==> src/rtl/exec2.sv <==
// rtl/exec2.sv - KCP53K execute stage: OR-combined ALU, RV64 word mode, iterative shift-add multiplier.
// Registers the result as addr_o and forwards store data/control; stall_o holds decode during a multiply.
module exec2 #(
   parameter int XLEN = 64
) (
   input  logic            clk_i,
   input  logic            reset_i,
   input  logic [XLEN-1:0] inpa_i,
   input  logic [XLEN-1:0] inpb_i,
   input  logic            invB_i,
   input  logic            cflag_i,
   input  logic            lsh_en_i,
   input  logic            rsh_en_i,
   input  logic            ltu_en_i,
   input  logic            lts_en_i,
   input  logic            sum_en_i,
   input  logic            and_en_i,
   input  logic            xor_en_i,
   input  logic            mul_en_i,
   input  logic            word_i,
   input  logic [4:0]      rd_i,
   input  logic            we_i,
   input  logic            nomem_i,
   input  logic            mem_i,
   input  logic [XLEN-1:0] dat_i,
   input  logic [2:0]      xrs_rwe_i,
   input  logic            busy_i,
   output logic [4:0]      rd_o,
   output logic [XLEN-1:0] addr_o,
   output logic            we_o,
   output logic            nomem_o,
   output logic            mem_o,
   output logic [XLEN-1:0] dat_o,
   output logic [2:0]      xrs_rwe_o,
   output logic            stall_o
);
   localparam int SHW = $clog2(XLEN);
   localparam int CW  = $clog2(XLEN + 1);

   typedef enum logic {S_IDLE, S_MUL} state_t;
   state_t state, state_nx;

   function automatic logic [XLEN-1:0] sext32(input logic [31:0] v);
      logic [XLEN-1:0] r;
      r       = {XLEN{v[31]}};
      r[31:0] = v;
      return r;
   endfunction

   logic            word;
   logic [SHW-1:0]  sh;
   logic [4:0]      sh5;
   logic [XLEN-1:0] b_eff, sum_r, rsh_f, res_full, res;
   logic [31:0]     a32, b32, be32, rsh_w, res_w;

   assign word = (XLEN == 64) && word_i;
   assign sh   = inpb_i[SHW-1:0];
   assign sh5  = inpb_i[4:0];
   assign a32  = inpa_i[31:0];
   assign b32  = inpb_i[31:0];

   always_comb begin
      b_eff = invB_i ? ~inpb_i : inpb_i;
      be32  = b_eff[31:0];
      sum_r = inpa_i + b_eff + XLEN'(cflag_i);
      // Arithmetic and logical shifts kept in separate statements so the signed operand is not coerced unsigned.
      if (cflag_i) rsh_f = $signed(inpa_i) >>> sh;
      else         rsh_f = inpa_i >> sh;
      if (cflag_i) rsh_w = $signed(a32) >>> sh5;
      else         rsh_w = a32 >> sh5;
      res_full = ({XLEN{lsh_en_i}} & (inpa_i << sh))
               | ({XLEN{rsh_en_i}} & rsh_f)
               | XLEN'(ltu_en_i & (inpa_i < inpb_i))
               | XLEN'(lts_en_i & ($signed(inpa_i) < $signed(inpb_i)))
               | ({XLEN{sum_en_i}} & sum_r)
               | ({XLEN{and_en_i}} & (inpa_i & b_eff))
               | ({XLEN{xor_en_i}} & (inpa_i ^ b_eff));
      res_w = ({32{lsh_en_i}} & (a32 << sh5))
            | ({32{rsh_en_i}} & rsh_w)
            | 32'(ltu_en_i & (a32 < b32))
            | 32'(lts_en_i & ($signed(a32) < $signed(b32)))
            | ({32{sum_en_i}} & sum_r[31:0])
            | ({32{and_en_i}} & (a32 & be32))
            | ({32{xor_en_i}} & (a32 ^ be32));
      res = word ? sext32(res_w) : res_full;
   end

   logic [XLEN-1:0] mcand, mplier, acc, acc_nx, mul_res, dat_h;
   logic [CW-1:0]   cnt;
   logic [4:0]      rd_h;
   logic [2:0]      xrs_h;
   logic            we_h, nomem_h, mem_h, word_h, mul_done;

   assign acc_nx   = mplier[0] ? acc + mcand : acc;
   assign mul_res  = word_h ? sext32(acc_nx[31:0]) : acc_nx;
   assign mul_done = (state == S_MUL) && (cnt == CW'(1));
   assign stall_o  = (state == S_MUL);

   always_comb begin
      state_nx = state;
      case (state)
         S_IDLE:  if (!busy_i && mul_en_i) state_nx = S_MUL;
         S_MUL:   if (!busy_i && mul_done) state_nx = S_IDLE;
         default: state_nx = S_IDLE;
      endcase
   end

   always_ff @(posedge clk_i or posedge reset_i) begin
      if (reset_i) state <= S_IDLE;
      else         state <= state_nx;
   end

   always_ff @(posedge clk_i or posedge reset_i) begin
      if (reset_i) begin
         rd_o <= '0; addr_o <= '0; we_o <= 1'b0; nomem_o <= 1'b0; mem_o <= 1'b0;
         dat_o <= '0; xrs_rwe_o <= '0;
         mcand <= '0; mplier <= '0; acc <= '0; cnt <= '0;
         rd_h <= '0; we_h <= 1'b0; nomem_h <= 1'b0; mem_h <= 1'b0;
         dat_h <= '0; xrs_h <= '0; word_h <= 1'b0;
      end else if (!busy_i) begin
         if (state == S_MUL) begin
            acc    <= acc_nx;
            mcand  <= mcand << 1;
            mplier <= mplier >> 1;
            cnt    <= cnt - CW'(1);
            if (mul_done) begin
               addr_o <= mul_res; dat_o <= dat_h; rd_o <= rd_h; we_o <= we_h;
               nomem_o <= nomem_h; mem_o <= mem_h; xrs_rwe_o <= xrs_h;
            end else begin
               rd_o <= '0; we_o <= 1'b0; nomem_o <= 1'b0; mem_o <= 1'b0; xrs_rwe_o <= '0;
            end
         end else if (mul_en_i) begin
            mcand <= inpa_i; mplier <= inpb_i; acc <= '0;
            cnt <= word ? CW'(32) : CW'(XLEN);
            rd_h <= rd_i; we_h <= we_i; nomem_h <= nomem_i; mem_h <= mem_i;
            dat_h <= dat_i; xrs_h <= xrs_rwe_i; word_h <= word;
            // The accept edge itself emits a bubble so the previous instruction is not repeated.
            rd_o <= '0; we_o <= 1'b0; nomem_o <= 1'b0; mem_o <= 1'b0; xrs_rwe_o <= '0;
         end else begin
            addr_o <= res; dat_o <= dat_i; rd_o <= rd_i; we_o <= we_i;
            nomem_o <= nomem_i; mem_o <= mem_i; xrs_rwe_o <= xrs_rwe_i;
         end
      end
   end
endmodule

==> config.mk <==
export PLATFORM = sky130hd
export DESIGN_NAME = exec2
export DESIGN_NICKNAME = d
export VERILOG_FILES = /design/src/rtl/exec2.sv
export SDC_FILE = /design/constraint.sdc
export NUM_CORES = 2
export LEC_CHECK = 0
export BUFFER_PORTS_ARGS = -buffer_cell sky130_fd_sc_hd__buf_2
export CAP_MARGIN = 20
export CORE_ASPECT_RATIO = 1.2
export CORE_UTILIZATION = 37
export DETAILED_ROUTE_END_ITERATION = 10
export HOLD_SLACK_MARGIN = 0.12
export SYNTH_ARGS = -nofsm -noshare
export SYNTH_HDL_FRONTEND = slang
export SYNTH_SLANG_ARGS = --single-unit
==> constraint.sdc <==
create_clock -name clk_i -period 17.6 [get_ports clk_i]
set_input_delay 1.76 -clock clk_i [delete_from_list [all_inputs] [get_ports clk_i]]
set_output_delay 1.76 -clock clk_i [all_outputs]
set_load 0.1 [all_outputs]
# Word level (Yosys, flattened, before mapping)
# Cells that the tools add are included.
dict set report word_totals {
  reg_bits 415
  output_inout_bits 140
  wordCells 116
}
dict set report op_classes {
  addsub 4
  n_lt_le_gt_ge 4
  n_eq_ne 3
  shifts 6
  muxes 39
  n_bitwise 33
  reduce_logical 8
}
# op count
set ops {}
lappend ops {{two-way mux 64 bit} 17}
lappend ops {{AND 64 bit} 6}
lappend ops {{OR 64 bit} 4}
lappend ops {{AND 32 bit} 6}
lappend ops {{adder 64 bit} 2}
lappend ops {{less-than comparator 64 bit} 2}
lappend ops {{OR 32 bit} 4}
lappend ops {{OR 64 x 1 -> 64 bit} 2}
lappend ops {{adder 64 x 1 -> 64 bit} 1}
lappend ops {{less-than comparator 32 bit} 2}
lappend ops {{inverter 64 bit} 1}
lappend ops {{OR 32 x 1 -> 32 bit} 2}
lappend ops {{<< shifter 64 x 6 -> 64 bit} 1}
lappend ops {{>> shifter 64 x 6 -> 64 bit} 1}
lappend ops {{>>> shifter 64 x 6 -> 64 bit} 1}
lappend ops {{XOR 64 bit} 1}
lappend ops {{two-way mux 32 bit} 1}
lappend ops {{<< shifter 32 x 5 -> 32 bit} 1}
lappend ops {{>> shifter 32 x 5 -> 32 bit} 1}
lappend ops {{>>> shifter 32 x 5 -> 32 bit} 1}
lappend ops {{XOR 32 bit} 1}
lappend ops {{two-way mux 7 bit} 3}
lappend ops {{two-way mux 5 bit} 3}
lappend ops {{two-way mux 1 bit} 11}
lappend ops {{12 further kinds} 22}

# Logic depth before layout (Yosys ltp)
dict set report logic_depth {
  depth_word 12
  mapped_depth 22
}

# Least setup slack after synthesis
# No wires, ideal clock.
dict set report synth_path {
  path_type {input to register}
  from {in inpb_i[0]}
  to {reg addr_o[20]}
  setup_time_ns 0.120
  arrival_ns 5.928
  required_ns 17.480
  slack_ns 11.552
  cell_stages 22
  path_cell_list {buf_6 -> buf_8 -> buf_6 -> buf_6 -> buf_6 -> buf_6 -> buf_2 -> xor2_1 -> inv_1 -> fa_1 -> fa_1 -> nand2b_1 -> a21oi_1 -> o21a_1 -> nand2_1 -> o211a_1 -> o21ba_2 -> o21ai_0 -> xor2_1 -> a2111oi_0 -> a211oi_1 -> a21o_1}
}
dict set report synth_via {
  elab_chain_cells 12
  elab_cells_between_ends 33
}
# element line
set synth_lines {}
lappend synth_lines {{from (decl)} 9} ;# input logic [XLEN-1:0] inpb_i,
lappend synth_lines {{parallel branches: the longest is 9 deep, another holds adder 64 bit} -}
lappend synth_lines {{two-way mux 64 bit *} 85} ;# res = word ? sext32(res_w) : res_full;
lappend synth_lines {{two-way mux 64 bit *} 132} ;# end else if (mul_en_i) begin
lappend synth_lines {{two-way mux 64 bit *} 121} ;# if (state == S_MUL) begin
lappend synth_lines {{to (signal assigned)} 127} ;# addr_o <= mul_res; dat_o <= dat_h; rd_o <= rd_h; we_o <= we_h;
lappend synth_lines {{to (signal assigned)} 140} ;# addr_o <= res; dat_o <= dat_i; rd_o <= rd_i; we_o <= we_i;
lappend synth_lines {{to (decl)} 29} ;# output logic [XLEN-1:0] addr_o,
# Every way passes the cells marked *. The select of a mux whose other input is x is not followed.
# A chain may end at the register's enable or synchronous reset.

# Worst setup path after layout
dict set report layout_path {
  from {in cflag_i}
  to {reg addr_o[40]}
}
dict set report layout_via {
  elab_chain_cells 11
  elab_cells_between_ends 22
}
# element line
set layout_lines {}
lappend layout_lines {{from (decl)} 11} ;# input logic cflag_i,
lappend layout_lines {{parallel branches: the longest is 8 deep, another holds adder 64 x 1 -> 64 bit} -}
lappend layout_lines {{two-way mux 64 bit *} 85}
lappend layout_lines {{two-way mux 64 bit *} 132}
lappend layout_lines {{two-way mux 64 bit *} 121}
# Marks and branches as above.

==> summary.txt <==
Logic synthesis
  • Number of synthesized flops with an enable pin: 0
  • Area leader, netlist: dfrtp_1
  • Post-synth top area share: 0.268
  • Cell variety after synth: 116
  • Number of synthesized register bits: 415
  • Mean Syn Cell Area: 8.53 um2
  • Post-synth net total: 4,960
  • Main flop type after synthesis: dfrtp_1
  • Ys Warns: 0
  • Syn Inst Count: 4,547
  • Top post-synthesis cells by area: dfrtp_1, mux4_2, ha_1
  • Seq/Total Area, Yosys: 0.268
  • Synthesized area: 38,800 um2
  • Synth async-reset ratio: 1.00

Status
  • Outcome: finished, final reports clean

Global route
  • Vias in the first global route: 37,700
  • Global route overflow: 0
  • First-pass GRT wire length: 261,000 um
  • GRT Util Overall: 0.329
  • Most Crowded Layer GR: met2
  • Met2 GRT Util: 0.509
  • Largest net degree at the start of global routing: 136
  • GR Util met3: 0.0784
  • GRT met1 Usage: 0.423
  • Initial antenna violation count: 10

Pwr
  • Pwr dens: 155 nW/um2
  • Maximum vdd drop: 164 uV
  • Lkg Pwr: 19.2 nW

STA
  • Final setup vio count: 0
  • Worst slew pin tran: 1.22 ns
  • Fmax: 0.163 GHz
  • Final Hold Fails: 0
  • Worst rel slew slack: 0.175
  • Tcrit/Tclk final: 0.349
  • Setup_tns: 0 ns
  • Max-slew violation count: 0
  • Period minus WS final: 6.15 ns
  • RSZ-0062 raised after global routing: no
  • Clk_skew: 0.0599 ns

Detailed routing
  • Vias per inst: 6.40
  • First-pass DRT Iterations: 7
  • Post-Route WL: 179,000 um
  • Antenna viol nets, final: 0
  • Drt drc: 0
  • WL/cell: 29.6 um
  • Vias: 38,800
  • Detailed Route Iter0 Violations: 4,590

Die
  • Rows: 129
  • Die height: 357 um
  • Die X-Extent: 298 um
  • IO Count: 357
  • Initial Utilization: 0.375
  • Total Die Area: 106,000 um2
  • Core area: 103,000 um2

Job
  • Max_cap viols: 0

Worst setup path
  • Crit. End Element: register
  • Worst setup path class: input port to register
  • CP bufs+invs: 2
  • CP Depth: 15
  • CP max stage delay: 0.76 ns
  • Critical Path AT: 6.66 ns
  • Worst setup path start: cflag_i
  • CP max FO: 16
  • Worst r2r src: mcand[15]
  • Worst Path Required: 18.12 ns
  • Crit-path cells: buf_2, clkinv_1, fa_1, fa_1, nand2b_1, a21oi_1, o211ai_1, nand3_1, a21oi_1, o31ai_1, a31oi_1, o21ai_0, xnor2_1, o2111ai_1, o2111a_1
  • Worst r2r path cells: 12
  • Critical path's top delay family: compound AO/OA/AOI/OAI gates
  • Slowest-stage cell, CP: fa_1
  • Crit path launch type: input port

Clock network
  • CTS Hold Buffers Added: 0
  • H-tree levels: 2
  • Post-CTS setup buffer count: 0
  • Worst-path clk slew: 0.07 ns
  • CTS buffer count: 47
  • Post_cts resized: 0
  • Worst skew pair latency: 0.64 ns
  • TritonCTS clock tree: built
  • Max Root-Sink Buffers: 3
  • Clk sink count: 415
  • Root cell of the clock tree: clkbuf_16

Placed design
  • HPWL after DPL: 137,000 um
  • IO buf count: 356
  • Placer Congestion: 1.08

Finish
  • Syn-to-layout area delta: 10.3%
  • Core Util, Final: 0.413
  • Nets@finish: 5,061
  • Layout cell share with drive strength beyond 1: 0.178
  • Number of fill cells: 10,600

Hold path
  • Worst Hold Depth: 2
  • Worst hold path class: register to register
  • Hold path start: dat_o[35]
-- cell families after synthesis --
family	synth area share
DFF	0.268
AOI/OAI and AO/OA	0.272
muxes	0.166
and+or+nand+nor	0.134
buffers and inverters	0.0580
adders and majority gates	0.0638
xor gates and xnor gates	0.0381
-- Yosys cell counts (21+ instances only) --
cell,count
o21bai_1,22
xnor2_1,67
a31oi_1,45
nand2b_1,24
and2_1,32
o211ai_1,42
o22ai_1,28
o21ai_0,461
a22oi_1,149
buf_2,24
mux2_2,113
nor2b_1,31
nor2_1,367
buf_6,23
a22o_1,38
a211oi_1,51
mux2i_1,215
a21oi_1,346
ha_1,193
a21o_1,115
a221oi_1,47
nand2_1,509
dfrtp_1,415
nor3_1,57
nand4_1,41
buf_1,58
o31ai_1,26
xor2_1,100
a222oi_1,29
o21a_1,21
clkbuf_1,246
nand3_1,45
mux4_2,128
inv_1,123
-- final timing paths --
| kind | slack (ns) | endpoint |
|---|---|---|
| max | 11.45 | addr_o[40] |
| min | 0.48 | dat_o[35] |
| max reg2reg | 12.99 | addr_o[61] |
| min reg2reg | 0.48 | dat_o[35] |
| max in group asynchronous | 14.13 | dat_o[15] |
| min in group asynchronous | 1.29 | addr_o[17] |
-- tightest hold or removal path, cell delays in order, from the launching register on --
cell     delay [ns]
dfrtp_1        0.34
nand2_1        0.04
o21ai_0        0.06
-- cells in the final DEF (no fill, tap or decap), types with 51 or more instances in the layout --
cell type  count
a21oi_1      346
a21o_1       115
ha_1         193
a211oi_1      51
a22oi_1      149
xnor2_1       67
inv_1        121
buf_4         75
xor2_1       100
nand2_1      509
o21ai_0      461
buf_2        349
dfrtp_1      413
nor2_1       364
mux4_2       128
mux2_2       113
nor3_1        56
mux2i_1      215
-- cell type report --
cell class / count / area, um2 / share of cell area
inverters: 131 / 502 / 0.0117
clock buffers: 62 / 1330 / 0.0310
flip-flops and latches: 415 / 10400 / 0.243
multi-input cells: 3626 / 26200 / 0.612
diodes: 1 / 2.50 / 0.0000585
repair buffers: 427 / 2350 / 0.0550
well taps: 1375 / 1720 / 0.0402
clock inverters: 25 / 298 / 0.00696
-- registers in the layout, indices dropped and copies added, names as in the netlist, 5 cells and up --
| name | flops |
|---|---|
| addr_o | 64 |
| rd_o | 5 |
| mcand | 64 |
| dat_h | 64 |
| rd_h | 5 |
| acc | 64 |
| mplier | 64 |
| cnt | 7 |
| dat_o | 64 |
-- layer usage --
layer | part of all wire | up-vias | wire [um]
li1 | - | 17100 | -
met1 | 0.40 | 19100 | 71400
met2 | 0.44 | 2088 | 78900
met3 | 0.10 | 406 | 17900
met4 | 0.062 | 12 | 11100
met5 | 0.00033 | - | 60
-- report_power, final --
group	internal, mW	switching (mW)	total, mW
Sequential	1.38	0.345	1.73
Combinational	1.11	2.74	3.85
Clock	0.610	0.457	1.07
Total	3.10	3.54	6.64
-- through the flow --
| step | setup WS [ns] | cells | hold WS, ns | power, mW | cell area (um2) |
|---|---|---|---|---|---|
| floorplan | 4.29 | 4547 | 0.450 | 4.52 | 38800 |
| finish | 11.45 | 6062 | 0.476 | 6.64 | 42800 |
| detailed placement | 10.93 | 5974 | 0.465 | 5.53 | 41100 |
| global route | 11.26 | 6061 | 0.493 | 6.99 | 42800 |
| CTS | 11.59 | 6061 | 0.478 | 6.62 | 42800 |
| global placement | 11.03 | 5974 | 0.457 | 5.50 | 41100 |
No activity file was read; power rests on OpenSTA's default activity.
